==> config.mk <==
export PLATFORM = sky130hd
export DESIGN_NAME = cdc_hs_sender
export DESIGN_NICKNAME = d
export VERILOG_FILES = /design/src/rtl/cdc_hs_sender.sv
export SDC_FILE = /design/constraint.sdc
export NUM_CORES = 1
export LEC_CHECK = 0
export CAP_MARGIN = 10
export CORE_MARGIN = 1
export CORE_UTILIZATION = 60
export CTS_CLUSTER_DIAMETER = 50
export CTS_CLUSTER_SIZE = 24
export DETAILED_ROUTE_END_ITERATION = 6
export DONT_BUFFER_PORTS = 1
export GPL_TIMING_DRIVEN = 0
export PLACE_DENSITY = 0.87
export SKIP_LAST_GASP = 1
export SLEW_MARGIN = 20
export SYNTH_ARGS = -nofsm -noshare
export SYNTH_HDL_FRONTEND = slang
export SYNTH_SLANG_ARGS = --single-unit
export TNS_END_PERCENT = 5
==> constraint.sdc <==
create_clock -name clk -period 2 [get_ports clk]
set_input_delay 0.2 -clock clk [delete_from_list [all_inputs] [get_ports clk]]
set_output_delay 0.2 -clock clk [all_outputs]
set_load 0.1 [all_outputs]
==> src/rtl/cdc_hs_sender.sv <==
// Source half of a 4-phase req/ack CDC handshake: holds a captured word on x_data while x_req/x_ack cycle.
// Optional handshake timeout with sticky error flag is enabled by defining CDC_HS_TIMEOUT_EN.
module cdc_hs_sender #(
  parameter int DATA_WIDTH     = 32,
  parameter int SYNC_STAGES    = 2,
  parameter int TIMEOUT_CYCLES = 1024
) (
  input  logic                  clk,
  input  logic                  rst,
  input  logic                  s_valid,
  output logic                  s_ready,
  input  logic [DATA_WIDTH-1:0] s_data,
  output logic                  x_req,
  output logic [DATA_WIDTH-1:0] x_data,
  input  logic                  x_ack,
  output logic                  busy,
  output logic                  timeout_err
);

  if (SYNC_STAGES < 2 || SYNC_STAGES > 4) begin : g_bad_sync
    $error("cdc_hs_sender: SYNC_STAGES must be in 2..4");
  end
  if (TIMEOUT_CYCLES < 2) begin : g_bad_timeout
    $error("cdc_hs_sender: TIMEOUT_CYCLES must be at least 2");
  end

`ifdef CDC_HS_TIMEOUT_EN
  typedef enum logic [1:0] {IDLE, REQ, REL, DRAIN} state_t;
`else
  typedef enum logic [1:0] {IDLE, REQ, REL} state_t;
`endif

  state_t                 state, state_nxt;
  logic [SYNC_STAGES-1:0] ack_sync;
  logic                   ack_s;
  logic                   accept;
  logic                   to_last;

  // ack synchronizer: the only consumer of the asynchronous x_ack
  always_ff @(posedge clk or negedge rst) begin
    if (!rst) ack_sync <= '0;
    else      ack_sync <= {ack_sync[SYNC_STAGES-2:0], x_ack};
  end
  assign ack_s = ack_sync[SYNC_STAGES-1];

  // A stale ack seen in IDLE blocks new words until the destination lets go
  assign s_ready = (state == IDLE) && !ack_s;
  assign busy    = (state != IDLE);
  assign accept  = s_valid && s_ready;

  always_ff @(posedge clk or negedge rst) begin
    if (!rst) state <= IDLE;
    else      state <= state_nxt;
  end

  always_comb begin
    state_nxt = state;
    case (state)
      IDLE: if (accept) state_nxt = REQ;
      REQ: begin
        if (ack_s)        state_nxt = REL;
`ifdef CDC_HS_TIMEOUT_EN
        else if (to_last) state_nxt = DRAIN;
`endif
      end
      REL:  if (!ack_s) state_nxt = IDLE;
`ifdef CDC_HS_TIMEOUT_EN
      DRAIN: if (!ack_s) state_nxt = IDLE;
`endif
      default: state_nxt = IDLE;
    endcase
  end

  // output stage: x_req follows the registered state, x_data loads only on accept
  always_ff @(posedge clk or negedge rst) begin
    if (!rst) begin
      x_req  <= 1'b0;
      x_data <= '0;
    end else begin
      x_req <= (state_nxt == REQ);
      if (accept) x_data <= s_data;
    end
  end

`ifdef CDC_HS_TIMEOUT_EN
  localparam int CNT_W = $clog2(TIMEOUT_CYCLES);

  logic [CNT_W-1:0] to_cnt;
  logic             to_err;
  logic             in_hs;
  logic             hs_entry;

  assign in_hs    = (state == REQ) || (state == REL);
  assign hs_entry = (state_nxt != state) && ((state_nxt == REQ) || (state_nxt == REL));
  assign to_last  = in_hs && (to_cnt == CNT_W'(TIMEOUT_CYCLES - 1));

  // counter saturates at its last value so a stuck REL keeps flagging without wrap
  always_ff @(posedge clk or negedge rst) begin
    if (!rst) begin
      to_cnt <= '0;
      to_err <= 1'b0;
    end else begin
      if (hs_entry)                 to_cnt <= '0;
      else if (in_hs && !to_last)   to_cnt <= to_cnt + 1'b1;
      if ((state == REQ && state_nxt == DRAIN) ||
          (state == REL && state_nxt == REL && to_last))
        to_err <= 1'b1;
    end
  end
  assign timeout_err = to_err;
`else
  assign to_last     = 1'b0;
  assign timeout_err = 1'b0;
`endif

endmodule

; ---- Word level (Yosys, flattened, before mapping)
; Cells that the tools add are included.
[word_totals]
out_inout_bits = 36
reg_bits = 37
[classes]
mux = 4
eq_ne = 3
n_reduce_logical = 5
[ops]
columns = cell, count
row1 = 2-bit 2-to-1 mux, 3
row2 = 2-bit one-hot mux with 3 select lines, 1
row3 = 2-bit by 1-bit equality test with 1-bit output (second input constant), 2
row4 = 2-bit equality test (second input constant), 1
row5 = 1-bit logical AND, 2
row6 = 2-bit zero test, 1
row7 = 2-bit nonzero test, 1
row8 = 1-bit zero test, 1

; ---- Depth between registers and ports, before layout
[depth]
ltp_word = 6
mapped_depth = 3

; ---- Least setup slack after synthesis
; OpenSTA, ideal clock, no wires.
[synth_timing]
path_type = register to output
from = register state[0]
to = output s_ready
path_buffers = 0
arrival_ps = 2299
stages_incl_launch_ff = 3
slack_ps = -499
required_time_ps = 1800
cell_sequence = dfrtp_1 -> or2_2 -> nor2_1
[synth_between]
elab_chain_len = 2
[synth_rtl]
columns = element, line_no
row1 = "start, declared", 33  ; state_t state, state_nxt;
row2 = "start signal, assigned", 53  ; else state <= state_nxt;
row3 = 2-bit zero test, 47  ; assign s_ready = (state == IDLE) && !ack_s;
row4 = 1-bit logical AND, 47
row5 = "end, declared", 11  ; output logic s_ready,
; Every way passes these cells.

; ---- Final worst setup path
; Same ends and word-level chain as after synthesis.

==> summary.md <==
| Metric | Value |
|---|---|
| Total GRT Usage | `20.4%` |
| Number of synthesized flops with an enable pin | `0` |
| DR vias | `742` |
| TritonCTS clock tree | `done` |
| Flops & latches, synth | `37` |
| Root buffer cell | `clkbuf_4` |
| Post-Syn Area | `0.00139 mm2` |
| DIE WIDTH | `50.2 um` |
| Initial antenna violation count | `0` |
| Synth top cells by count | `dfrtp_1 (37), mux2_2 (30), buf_6 (3)` |
| Ys Warns | `0` |
| H-tree level count | `2` |
| Critical path endpoint category | `output port` |
| Port bufs | `0` |
| Die ar. | `between 0.002 and 0.003 mm2` |
| CP arrival | `around 1700 ps` |
| Layout area overhead | `16.1%` |
| Rel. slew slack | `38.8%` |
| Worst skew pair latency | `320 ps` |
| Top cells by area, synth | `dfrtp_1 (66%), mux2_2 (24%), buf_6 (2.4%), nor4b_4 (1.7%), mux2_1 (1.6%)` |
| Finished Cell Area | `about 0.0016 mm2` |
| Final setup violation count | `0` |
| Largest net degree at the start of global routing | `38` |
| GP Congestion | `between 0.6 and 0.7` |
| Worst-path fanout max | `4` |
| Critical path class | `register to output port` |
| Hold Fails Final Rpt | `0` |
| Leading area contributor after synthesis | `dfrtp_1` |
| Combined area of the multi-input logic cells | `about 440 um2` |
| Share of cells above drive strength 1 | `42.2%` |
| Max Clk Rate | `between 0.5 and 0.6 GHz` |
| Vias in the first global route | `803` |
| RSZ-0062 raised after global routing | `no` |
| Row Count | `17` |
| Max clock buf depth | `2` |
| Post-Route WL | `2.25 mm` |
| Wire per inst | `17.3 um` |
| Max-cap violations | `0` |
| DR pass1 iterations | `2` |
| Number of library cell types mapped by synthesis | `12` |
| Setup TNS | `0 ps` |
| Post-synthesis async set-or-reset flop share | `100%` |
| Avg Cell Area, Syn | `17.0 um2` |
| Nets@finish | `137` |
| Post-CTS setup buffers | `0` |
| Reg area | `926 um2` |
| DR iter-0 viols | `3` |
| Post-Syn Nets | `118` |
| Post-DP HPWL | `roughly 1.6 mm` |
| Status | `completed` |
| Cts bufs inserted | `5` |
| Remaining antenna violation count after routing | `0` |
| Clock slew at reported path FFs | `100 ps` |
| Setup Skew | `3.88 ps` |
| Count leader, synth | `dfrtp_1` |
| IO Count | `between 70 and 80` |
| Worst slew pin tran | `918 ps` |
| Ant diodes | `0` |
| Synth top area share | `between 60% and 70%` |
| Final Cycle Share | `~96%` |
| Synth Flop Type | `dfrtp_1` |
| Gr ovfl total | `0` |
| Chip Height | `50.2 um` |
| Crit path launch type | `register` |
| Synth Instances | `82` |
| Drt drc | `0` |
| Initial core utilization | `63.6%` |
| Filler cell count | `around 170` |
| Area after DPL | `0.00144 mm2` |
| Avg Vias per Cell | `roughly 5.7` |
| Period minus WS final | `1920 ps` |
| Hold Path Class | `input port to register` |
| First-pass GRT wire length | `~3.6 mm` |
| Slew Limit Fails | `0` |
| Sink Count | `37` |
| Seq/Total Area, Yosys | `about 66%` |
| CP Data Required Time | `1800 ps` |
| Core area | `0.00219 mm2` |
[kinds of logic (layout without fill, tap and decap cells)]
group | count (synthesis) | count (layout) | share of synthesized area (%)
xor+xnor | 1 | 1 | 0.628
buf+inv | 4 | 24 | 2.96
flops | 37 | 37 | 66.4
mux | 32 | 32 | 25.9
other cells | 1 | 1 | 0.269
simple gates | 7 | 7 | 3.86
[through the flow]
stage | hold slack, ps | setup WS [ps] | utilization (%) | std cells
after floorplan | -95.6 | 279 | - | 82
after global placement | -94.9 | 262 | 65.6 | 110
after detailed placement | -94.9 | 249 | 65.6 | 110
after CTS | 0.442 | 57.0 | 69.7 | 121
after global routing | 1.07 | 20.6 | 73.8 | 130
final | 25.4 | 78.2 | 73.8 | 130
[flip-flops by register name, indices dropped and copies added, names as in the netlist]
| register | cells |
|---|---|
| ack_sync | 2 |
| state | 2 |
| x_data | 32 |
| x_req | 1 |
[critical path: stages, from the launching register on]
cell and delay (ps):
dfrtp_1 460, or2_4 410, nor2_4 530
[cells in the final DEF (no fill, tap or decap), types with 2 or more instances in the layout]
| cell | Yosys | routed |
|---|---|---|
| dlygate4sd3_1 | 0 | 11 |
| buf_6 | 3 | 3 |
| mux2_1 | 2 | 2 |
| mux2_2 | 30 | 30 |
| dfrtp_1 | 37 | 37 |
| clkbuf_4 | 0 | 5 |
| nor3_1 | 2 | 2 |
| clkbuf_1 | 0 | 3 |
[cell type report]
type / instances / share of cell area [%]
sequential: 37 / 57.2
multi-input combinational: 41 / 27.0
timing repair buffer: 12 / 8.04
tap: 28 / 2.17
clock buffer: 8 / 3.02
buffer: 4 / 2.55
[per-layer routing]
| layer | part of all wire, % | wire [um] | up-vias | GRT usage, % |
|---|---|---|---|---|
| met1 | 35 | 779 | 368 | 20.9 |
| met5 | 0 | 0 | - | 0 |
| li1 | - | - | 320 | - |
| met3 | 9.9 | 223 | 3 | 7.88 |
| met4 | 1.0 | 23 | 0 | 12.4 |
| met2 | 54 | 1220 | 51 | 34.7 |
[timing repair]
action                                 in CTS  in global routing
resized for setup                           1                  0
endpoints found under the hold margin      38                  9
hold buffers                                3                  9
setup endpoints to repair                   1                  1
pin swaps                                   1                  1
[worst paths after layout]
path / endpoint / cells past startpoint / startpoint / slack [ps]
max: s_ready / 2 / state[0] / 80
min: x_data[11] / 1 / s_data[11] / 30
max reg2reg: x_data[26] / 3 / ack_sync[1] / 340
min reg2reg: ack_sync[1] / 0 / ack_sync[0] / 370
max in group asynchronous: x_data[4] / 2 / rst / 1510
min in group asynchronous: state[1] / 2 / rst / 320
Power is left out: the tool's default activity adds up to more than one toggle a clock period on the data nets, which glitch-free logic cannot reach.
